[src/rtl/riscv_ctrl_pkg.sv]
// Shared encodings for the multicycle RISC-V control unit.
// The JAL state and opcode support exist only when JAL_EN is defined.
package riscv_ctrl_pkg;

   typedef enum logic [3:0] {
      S_FETCH    = 4'd0,
      S_DECODE   = 4'd1,
      S_MEMADR   = 4'd2,
      S_MEMREAD  = 4'd3,
      S_MEMWB    = 4'd4,
      S_MEMWRITE = 4'd5,
      S_EXECR    = 4'd6,
      S_EXECI    = 4'd7,
      S_ALUWB    = 4'd8,
      S_BEQ      = 4'd9
`ifdef JAL_EN
      ,
      S_JAL      = 4'd10
`endif
   } state_e;

   localparam logic [6:0] OP_LW    = 7'b0000011;
   localparam logic [6:0] OP_SW    = 7'b0100011;
   localparam logic [6:0] OP_RTYPE = 7'b0110011;
   localparam logic [6:0] OP_ITYPE = 7'b0010011;
   localparam logic [6:0] OP_BEQ   = 7'b1100011;
   localparam logic [6:0] OP_JAL   = 7'b1101111;

   localparam logic [2:0] ALU_ADD = 3'b000;
   localparam logic [2:0] ALU_SUB = 3'b001;
   localparam logic [2:0] ALU_AND = 3'b010;
   localparam logic [2:0] ALU_OR  = 3'b011;

   localparam logic [1:0] SRCA_PC    = 2'b00;
   localparam logic [1:0] SRCA_OLDPC = 2'b01;
   localparam logic [1:0] SRCA_RD1   = 2'b10;

   localparam logic [1:0] SRCB_RD2   = 2'b00;
   localparam logic [1:0] SRCB_IMM   = 2'b01;
   localparam logic [1:0] SRCB_FOUR  = 2'b10;

   localparam logic [1:0] RES_ALUOUT = 2'b00;
   localparam logic [1:0] RES_DATA   = 2'b01;
   localparam logic [1:0] RES_ALURES = 2'b10;

   localparam logic [1:0] IMM_I = 2'b00;
   localparam logic [1:0] IMM_S = 2'b01;
   localparam logic [1:0] IMM_B = 2'b10;
   localparam logic [1:0] IMM_J = 2'b11;

   typedef struct packed {
      logic       pcupdate;
      logic       branch;
      logic       irwrite;
      logic       memwrite;
      logic       regwrite;
      logic       adrsrc;
      logic [1:0] resultsrc;
      logic [1:0] alusrca;
      logic [1:0] alusrcb;
      logic [2:0] alucontrol;
      logic       illegal;
   } ctrl_t;

   function automatic logic [1:0] imm_sel(input logic [6:0] op);
      logic [1:0] sel;
      case (op)
         OP_SW:   sel = IMM_S;
         OP_BEQ:  sel = IMM_B;
         OP_JAL:  sel = IMM_J;
         default: sel = IMM_I;
      endcase
      return sel;
   endfunction

   function automatic logic op_supported(input logic [6:0] op);
      logic ok;
      case (op)
         OP_LW, OP_SW, OP_RTYPE, OP_ITYPE, OP_BEQ: ok = 1'b1;
`ifdef JAL_EN
         OP_JAL:  ok = 1'b1;
`endif
         default: ok = 1'b0;
      endcase
      return ok;
   endfunction

endpackage

[src/rtl/alu_decoder.sv]
// Combinational funct3/funct7 decode to an ALU operation; flags unsupported funct3.
module alu_decoder
   import riscv_ctrl_pkg::*;
(
   input  logic [6:0] op_i,
   input  logic [2:0] funct3_i,
   input  logic       funct7b5_i,
   output logic [2:0] alucontrol_o,
   output logic       illegal_o
);

   // funct decode; subtraction is only selected by R-type, never by addi
   always_comb begin
      alucontrol_o = ALU_ADD;
      illegal_o    = 1'b0;
      case (funct3_i)
         3'b000: begin
            if ((op_i == OP_RTYPE) && funct7b5_i) begin
               alucontrol_o = ALU_SUB;
            end else begin
               alucontrol_o = ALU_ADD;
            end
         end
         3'b110:  alucontrol_o = ALU_OR;
         3'b111:  alucontrol_o = ALU_AND;
         default: begin
            alucontrol_o = ALU_ADD;
            illegal_o    = 1'b1;
         end
      endcase
   end

endmodule

[src/rtl/multicycle_controller.sv]
// Moore-style multicycle control FSM for a RISC-V subset (lw, sw, R, I, beq, jal).
// Define JAL_EN to add the JAL state; otherwise jal decodes as illegal.
module multicycle_controller
   import riscv_ctrl_pkg::*;
(
   input  logic       clk,
   input  logic       rst_n,
   input  logic [6:0] op,
   input  logic [2:0] funct3,
   input  logic       funct7b5,
   input  logic       zero,
   output logic       pcwrite,
   output logic       irwrite,
   output logic       memwrite,
   output logic       regwrite,
   output logic       adrsrc,
   output logic [1:0] resultsrc,
   output logic [1:0] alusrca,
   output logic [1:0] alusrcb,
   output logic [1:0] immsrc,
   output logic [2:0] alucontrol,
   output logic       illegal
);

   state_e     state_q;
   state_e     state_d;
   ctrl_t      ctrl_s;
   logic [2:0] dec_alu_s;
   logic       dec_illegal_s;

   alu_decoder u_alu_decoder (
      .op_i         (op),
      .funct3_i     (funct3),
      .funct7b5_i   (funct7b5),
      .alucontrol_o (dec_alu_s),
      .illegal_o    (dec_illegal_s)
   );

   // state register
   always_ff @(posedge clk or negedge rst_n) begin
      if (!rst_n) begin
         state_q <= S_FETCH;
      end else begin
         state_q <= state_d;
      end
   end

   // next-state logic
   always_comb begin
      state_d = S_FETCH;
      case (state_q)
         S_FETCH:  state_d = S_DECODE;
         S_DECODE: begin
            case (op)
               OP_LW, OP_SW: state_d = S_MEMADR;
               OP_RTYPE:     state_d = S_EXECR;
               OP_ITYPE:     state_d = S_EXECI;
               OP_BEQ:       state_d = S_BEQ;
`ifdef JAL_EN
               OP_JAL:       state_d = S_JAL;
`endif
               default:      state_d = S_FETCH;
            endcase
         end
         S_MEMADR: begin
            if (op == OP_LW) begin
               state_d = S_MEMREAD;
            end else if (op == OP_SW) begin
               state_d = S_MEMWRITE;
            end else begin
               state_d = S_FETCH;
            end
         end
         S_MEMREAD: state_d = S_MEMWB;
         S_EXECR:   state_d = S_ALUWB;
         S_EXECI:   state_d = S_ALUWB;
`ifdef JAL_EN
         S_JAL:     state_d = S_ALUWB;
`endif
         default:   state_d = S_FETCH;
      endcase
   end

   // per-state control word; BEQ defers pcwrite to the zero flag below
   always_comb begin
      ctrl_s            = '0;
      ctrl_s.alucontrol = ALU_ADD;
      case (state_q)
         S_FETCH: begin
            ctrl_s.irwrite   = 1'b1;
            ctrl_s.pcupdate  = 1'b1;
            ctrl_s.alusrca   = SRCA_PC;
            ctrl_s.alusrcb   = SRCB_FOUR;
            ctrl_s.resultsrc = RES_ALURES;
         end
         S_DECODE: begin
            ctrl_s.alusrca = SRCA_OLDPC;
            ctrl_s.alusrcb = SRCB_IMM;
            ctrl_s.illegal = ~op_supported(op);
         end
         S_MEMADR: begin
            ctrl_s.alusrca = SRCA_RD1;
            ctrl_s.alusrcb = SRCB_IMM;
         end
         S_MEMREAD: begin
            ctrl_s.resultsrc = RES_ALUOUT;
            ctrl_s.adrsrc    = 1'b1;
         end
         S_MEMWB: begin
            ctrl_s.resultsrc = RES_DATA;
            ctrl_s.regwrite  = 1'b1;
         end
         S_MEMWRITE: begin
            ctrl_s.resultsrc = RES_ALUOUT;
            ctrl_s.adrsrc    = 1'b1;
            ctrl_s.memwrite  = 1'b1;
         end
         S_EXECR: begin
            ctrl_s.alusrca    = SRCA_RD1;
            ctrl_s.alusrcb    = SRCB_RD2;
            ctrl_s.alucontrol = dec_alu_s;
            ctrl_s.illegal    = dec_illegal_s;
         end
         S_EXECI: begin
            ctrl_s.alusrca    = SRCA_RD1;
            ctrl_s.alusrcb    = SRCB_IMM;
            ctrl_s.alucontrol = dec_alu_s;
            ctrl_s.illegal    = dec_illegal_s;
         end
         S_ALUWB: begin
            ctrl_s.resultsrc = RES_ALUOUT;
            ctrl_s.regwrite  = 1'b1;
         end
         S_BEQ: begin
            ctrl_s.alusrca    = SRCA_RD1;
            ctrl_s.alusrcb    = SRCB_RD2;
            ctrl_s.alucontrol = ALU_SUB;
            ctrl_s.resultsrc  = RES_ALUOUT;
            ctrl_s.branch     = 1'b1;
         end
`ifdef JAL_EN
         S_JAL: begin
            ctrl_s.alusrca   = SRCA_OLDPC;
            ctrl_s.alusrcb   = SRCB_FOUR;
            ctrl_s.resultsrc = RES_ALUOUT;
            ctrl_s.pcupdate  = 1'b1;
         end
`endif
         default: begin
            ctrl_s            = '0;
            ctrl_s.alucontrol = ALU_ADD;
         end
      endcase
   end

   // Reset masks every control output: the state is already FETCH, whose strobes must not fire.
   assign pcwrite    = rst_n & (ctrl_s.pcupdate | (ctrl_s.branch & zero));
   assign irwrite    = rst_n & ctrl_s.irwrite;
   assign memwrite   = rst_n & ctrl_s.memwrite;
   assign regwrite   = rst_n & ctrl_s.regwrite;
   assign adrsrc     = rst_n & ctrl_s.adrsrc;
   assign resultsrc  = rst_n ? ctrl_s.resultsrc  : 2'b00;
   assign alusrca    = rst_n ? ctrl_s.alusrca    : 2'b00;
   assign alusrcb    = rst_n ? ctrl_s.alusrcb    : 2'b00;
   assign alucontrol = rst_n ? ctrl_s.alucontrol : ALU_ADD;
   assign illegal    = rst_n & ctrl_s.illegal;
   assign immsrc     = imm_sel(op);

endmodule

[config.mk]
export PLATFORM = sky130hd
export DESIGN_NAME = multicycle_controller
export DESIGN_NICKNAME = d
export VERILOG_FILES = /design/src/rtl/riscv_ctrl_pkg.sv /design/src/rtl/alu_decoder.sv /design/src/rtl/multicycle_controller.sv
export SDC_FILE = /design/constraint.sdc
export NUM_CORES = 1
export LEC_CHECK = 0
export ABC_CLOCK_PERIOD_IN_PS = 2390
export CAP_MARGIN = 30
export CORE_AREA = 2 2 50 52
export CTS_CLUSTER_SIZE = 14
export DETAILED_ROUTE_END_ITERATION = 12
export DIE_AREA = 0 0 52 54
export MAX_ROUTING_LAYER = met4
export PLACE_DENSITY = 0.62
export REMOVE_ABC_BUFFERS = 1
export SLEW_MARGIN = 20
export SYNTH_ARGS = -nofsm -noshare
export SYNTH_HDL_FRONTEND = slang
export SYNTH_SLANG_ARGS = --single-unit
[constraint.sdc]
create_clock -name clk -period 2.39 [get_ports clk]
set_input_delay 0.239 -clock clk [delete_from_list [all_inputs] [get_ports clk]]
set_output_delay 0.239 -clock clk [all_outputs]
set_load 0.005 [all_outputs]
==> results of run 1 <==
-- kinds of logic after synthesis --
logic type,share of synthesized area [%]
compound gates,19.2
xor+xnor,4.91
buf+inv,9.58
flops,18.7
other cells,0.700
simple gates,47.0
-- worst paths after layout --
| check | cells after the start | to | slack (ns) | from |
|---|---|---|---|---|
| max | 5 | alucontrol[0] | 0.14 | state_q[3]$_DFF_PN0_ |
| min | 2 | state_q[3]$_DFF_PN0_ | 0.30 | rst_n |
| max reg2reg | 3 | state_q[3]$_DFF_PN0_ | 1.10 | state_q[1]$_DFF_PN0_ |
| min reg2reg | 2 | state_q[1]$_DFF_PN0_ | 0.65 | state_q[0]$_DFF_PN0_ |
| max in group asynchronous | 2 | state_q[2]$_DFF_PN0_ | 1.97 | rst_n |
| min in group clk | 2 | state_q[1]$_DFF_PN0_ | 0.65 | state_q[0]$_DFF_PN0_ |
-- where the power goes --
part | switching, mW | total [mW] | leakage (nW) | internal [mW]
logic | 0.110 | 0.262 | 0.261 | 0.153
registers | 0.0160 | 0.0940 | 0.0502 | 0.0781
clock network | 0.0257 | 0.0817 | 0.0138 | 0.0560
-- worst max-delay path, cell delays in order, from the launching register on --
cell and delay (ns):
dfrtp_1 0.49, nand3b_1 0.30, o32ai_1 0.33, a31oi_1 0.07
nor2_1 0.10, clkdlybuf4s50_1 0.50
-- routing by layer --
layer	global-route usage, %	share of wire, %	vias to the layer above
met3	2.22	5.1	2
met5	-	0	-
met1	13.3	46	288
met4	5.70	0.35	0
li1	-	-	334
met2	18.8	49	22
-- final cells by class --
| type | instances | share of cell area [%] |
|---|---|---|
| sequential | 4 | 11.8 |
| clock buffer | 3 | 2.60 |
| multi-input combinational | 66 | 44.3 |
| inverter | 2 | 0.866 |
| tap | 30 | 4.33 |
| timing repair buffer | 32 | 36.1 |
-- Yosys cell counts --
library cell,instances
a31oi_1,1
o21ai_0,4
nor2_1,11
and4b_1,1
a21o_1,1
inv_1,2
dfrtp_1,4
nor3_1,7
nor4b_1,1
o21a_1,1
xor2_1,1
xnor2_1,2
a21oi_1,6
nand2b_1,4
nand2_1,5
a21boi_0,2
a21boi_1,1
conb_1,1
buf_2,2
o32ai_1,1
nand3b_1,1
buf_4,3
or3_1,4
and3_1,2
nand3_1,4
nor3b_1,3
nand2b_4,1
nand4bb_1,1
buf_6,1
-- stage by stage --
stage | cell area, um^2 | util [%] | worst slack [ns]
2_1_floorplan | 492 | - | 0.935
3_3_place_gp | 842 | 36.3 | 0.245
3_5_place_dp | 842 | 36.3 | 0.207
4_1_cts | 865 | 37.3 | 0.0691
5_1_grt | 867 | 37.4 | 0.0486
6_report | 867 | 37.4 | 0.143
-- timing repair --
action                                 CTS  global route
resized for setup                        0             2
setup endpoints to repair                0             2
hold buffers                             0             0
endpoints found under the hold margin    0             0
==> metrics.yaml, run 1 <==
post-route-drc-count: 0
slew_viol_final: 0
rsz0062_at_grt: "no"
ios: 31
area_growth_syn_to_layout_pct: 61.9
synthesis.area_um2: 536
seq_area_um2: 103
required_ns: 2.15
io_buffers: 29
syn_area_per_cell_um2: 6.87
crit_fanout: 12
synthCells: 78
yosys_warnings: 0
mostFrequentLayoutCell: "clkdlybuf4s50_1"
cts.sink_count: 4
power_leakage_nw: 0.325
routed_via_density: 4.72
yosysTopAreaCell: "dfrtp_1"
drtIter0Drc: 4
setup_viol: 0
nets: 123
start_kind: "flop"
netlist-cell-type-count: 29
synth-seq-cells: 4
initial_core_util_pct: 23.1
fmax_mhz: 445
powerDensity_nw_per_um2: 505
first_pass_iters: 4
htree_levels: 1
max_cap_viol_count: 0
crit_type: "flop to output port"
period_share_pct: 94.0
fillers: 255
fp.dieW_um: 52
synth.top_cell.area_share_pct: 18.7
critPathCaptureType: "output port"
die_h_um: 54
seq_area_frac_synth_pct: 18.7
numCtsBuffers: 3
clock_skew_ns: 0.000597
largest_register_ffs: 4
power.total_uw: 438
min_path_type: "input pin to asynchronous set/reset pin"
grt_max_degree: 14
grt_pass1_vias: 571
hold_viol_final: 0
cts_tree: "built"
drive_gt1_share_pct: 8.41
mostFrequentLayoutCells: "clkdlybuf4s50_1, nor2_1, nor3_1"
ir_drop_mv: 0.165
vias: 646
clk_pin_slew_ns: 0.04
diodes: 0
biggestRegsByFlops: "state_q x4"
postCtsSetupBuffers: 0
synth_area_leaders: "dfrtp_1, nor2_1, nor3_1"
dp_hpwl_mm: 1.15
grt_pass1_wl_mm: 2.37
fin_tns_setup_ns: 0
insertion_delay_ns: 0.23
place_congestion: 0.719
rows: 18
finalCriticalPeriod_ns: 2.25
ant_nets: 0
top_register: "state_q"
placedCellCount: 134
antenna_found_initial: 0
clockRootBuffer: "clkbuf_4"
post_drt_wl_per_cell_um: 10.5
fin_hold_ws_ns: 0.305
grt_remaining_overflow: 0
crit_arrival_ns: 2.01
layout.cells.non_filler: 137
multiInputGateArea_um2: 384
grtUsageTotal_pct: 11.4
postRouteWirelength_mm: 1.45
status: "complete, no violations"
core_um2: 2320
clockBufferDepth: 2
dieArea_um2: 2810
Power figures use the tool's default switching activity.
==> run 2, diff against run 1 <==
--- a/config.mk
+++ b/config.mk
@@ -14,7 +14,6 @@
 export MAX_ROUTING_LAYER = met4
 export PLACE_DENSITY = 0.62
 export REMOVE_ABC_BUFFERS = 1
-export SLEW_MARGIN = 20
 export SYNTH_ARGS = -nofsm -noshare
 export SYNTH_HDL_FRONTEND = slang
 export SYNTH_SLANG_ARGS = --single-unit
==> constraint.sdc (replaced) <==
create_clock -name clk -period 2.39 [get_ports clk]
set_input_delay 0.3585 -clock clk [delete_from_list [all_inputs] [get_ports clk]]
set_output_delay 0.3585 -clock clk [all_outputs]
set_load 0.005 [all_outputs]
==> metrics.yaml, run 2 (synthesis results as in run 1) <==
worst_slack_ns: 0.0882  # -0.0551 ns
cts.sink_count: 4  # unchanged
ios: 31  # unchanged
drtIter0Drc: 6  # +2
dp_worst_setup_slack_ns: 0.0102  # -0.196 ns
p_sw_share_pct: 34.8  # +0.22 points
clk_pin_slew_ns: 0.04  # about the same
powerDensity_nw_per_um2: 485  # -4.0%
pwr-share-clk_pct: 18.6  # about the same
hold_viol_final: 0  # unchanged
drive_gt1_share_pct: 13.3  # +4.9 points
grt_pass1_wl_mm: 2.53  # +6.7%
routed_via_density: 4.62  # -2.0%
post_drt_wl_per_cell_um: 10.7  # +1.6%
io_buffers: 29  # unchanged
htree_levels: 1  # unchanged
post-route-drc-count: 0  # unchanged
core_um2: 2320  # unchanged
crit_arrival_ns: 1.94  # -0.07 ns
numCtsBuffers: 3  # unchanged
status: "complete, no violations"
dp_hpwl_mm: 1.25  # +8.7%
critPathCaptureType: "output port"
min_path_type: "input pin to asynchronous set/reset pin"
mostFrequentLayoutCell: "clkdlybuf4s50_1"
grt_remaining_overflow: 0  # unchanged
cp_slowest_cell: "clkdlybuf4s50_1"
p_sw_uw: 155  # +2.8%
fillers: 238  # -6.7%
largest_register_ffs: 4  # unchanged
fmax_mhz: 434  # -2.4%
top_register: "state_q"
crit_top_cell: "clkdlybuf4s50_1"
clockBufferDepth: 2  # unchanged
fp.dieW_um: 52  # unchanged
combinationalPowerShare_pct: 60.4  # +0.5 points
biggestRegsByFlops: "state_q x4"
cts_tree: "built"
rows: 18  # unchanged
first_pass_iters: 4  # unchanged
insertion_delay_ns: 0.23  # about the same
clock_skew_ns: 0.00259  # +0.00200 ns
grtUsageTotal_pct: 12.4  # +0.96 points
die_h_um: 54  # unchanged
power.total_uw: 447  # +2.1%
setup_viol: 0  # unchanged
ant_nets: 0  # unchanged
place_congestion: 0.768  # +6.8%
grt_pass1_vias: 590  # +3.3%
area_growth_syn_to_layout_pct: 72.2
crit_type: "input pin to output port"
clockRootBuffer: "clkbuf_4"
power_leakage_nw: 0.383  # +18%
placed_area_um2: 887  # +5.3%
start_kind: "input pin"
diodes: 0  # unchanged
grt_max_degree: 11  # -3
required_ns: 2.03  # -0.12 ns
initial_core_util_pct: 23.1  # unchanged
fin_tns_setup_ns: 0  # unchanged
slew_viol_final: 0  # unchanged
period_share_pct: 96.3  # +2.3 points
internal_power_uw: 292  # +1.7%
mostFrequentLayoutCells: "clkdlybuf4s50_1, nor2_1, buf_4"
power_frac_seq_pct: 21.0  # -0.5 points
design_area_um2: 922  # +6.3%
ir_drop_mv: 0.209  # +27%
finalCriticalPeriod_ns: 2.30  # +0.0551 ns
vias: 661  # +2.3%
antenna_found_initial: 0  # unchanged
crit_fanout: 3  # -9
cpPeakStageDelay_ns: 0.52  # +0.02 ns
rsz0062_at_grt: "no"
dieArea_um2: 2810  # unchanged
postRouteWirelength_mm: 1.53  # +6.1%
cts_hold_buf: 0  # unchanged
nets: 129  # +4.9%
path_cells: "clkdlybuf4s50_1 > inv_1 > or3_1 > nor3_1 > clkdlybuf4s50_1"
max_cap_viol_count: 0  # unchanged
[run 2: final timing paths]
check                                     start                    to  slack [ns]  depth (start not counted)
max                                       rst_n            alusrcb[1]        0.09                          5
min                                       rst_n  state_q[2]$_DFF_PN0_        0.42                          2
max reg2reg                state_q[0]$_DFF_PN0_  state_q[0]$_DFF_PN0_        1.18                          4
min reg2reg                state_q[0]$_DFF_PN0_  state_q[1]$_DFF_PN0_        0.65                          2
max in group asynchronous                 rst_n  state_q[3]$_DFF_PN0_        1.86                          2
min in group clk           state_q[0]$_DFF_PN0_  state_q[1]$_DFF_PN0_        0.65                          2
[run 2: worst max-delay path, delay by kind of cell]
| kind | cells | cell delay [ns] |
|---|---|---|
| buf+inv | 3 | 1.06 |
| simple gates | 2 | 0.52 |
[run 2: layer usage]
layer	track usage [%]	wire, um	up-vias
met1	15.4	667	299
met5	-	0	-
met4	7.89	0	0
met3	0.833	62	0
met2	19.4	803	15
li1	-	-	347
[run 2: power by group through the flow]
stage | Sequential, mW | Clock [mW] | Combinational (mW)
final | 0.0937 | 0.0833 | 0.270
after floorplan | 0.106 | 0 | 0.113
after global placement | 0.0932 | 0 | 0.266
after detailed placement | 0.0946 | 0 | 0.271
after CTS | 0.0937 | 0.0862 | 0.273
after global routing | 0.0963 | 0.0948 | 0.302
[run 2: final cells by class]
type                       instances  area, um^2  share of cell area [%]
sequential                         4         100                    10.9
multi-input combinational         66         394                    42.7
inverter                           2        7.51                   0.814
clock buffer                       3        22.5                    2.44
tap                               30        37.5                    4.07
timing repair buffer              38         360                    39.1
[run 2: metrics by stage]
step	hold WS, ns	std cells	utilization (%)
2_1_floorplan	0.0629	72	-
3_3_place_gp	0.637	140	38.2
3_5_place_dp	0.648	140	38.2
4_1_cts	0.422	143	39.2
5_1_grt	0.426	143	39.8
6_report	0.421	143	39.8
[run 2: what timing repair did]
action | in CTS | in global routing
buffers inserted | 0 | 0
endpoints found under the hold margin | 0 | 0
resized for setup | 0 | 3
setup endpoints to repair | 0 | 3
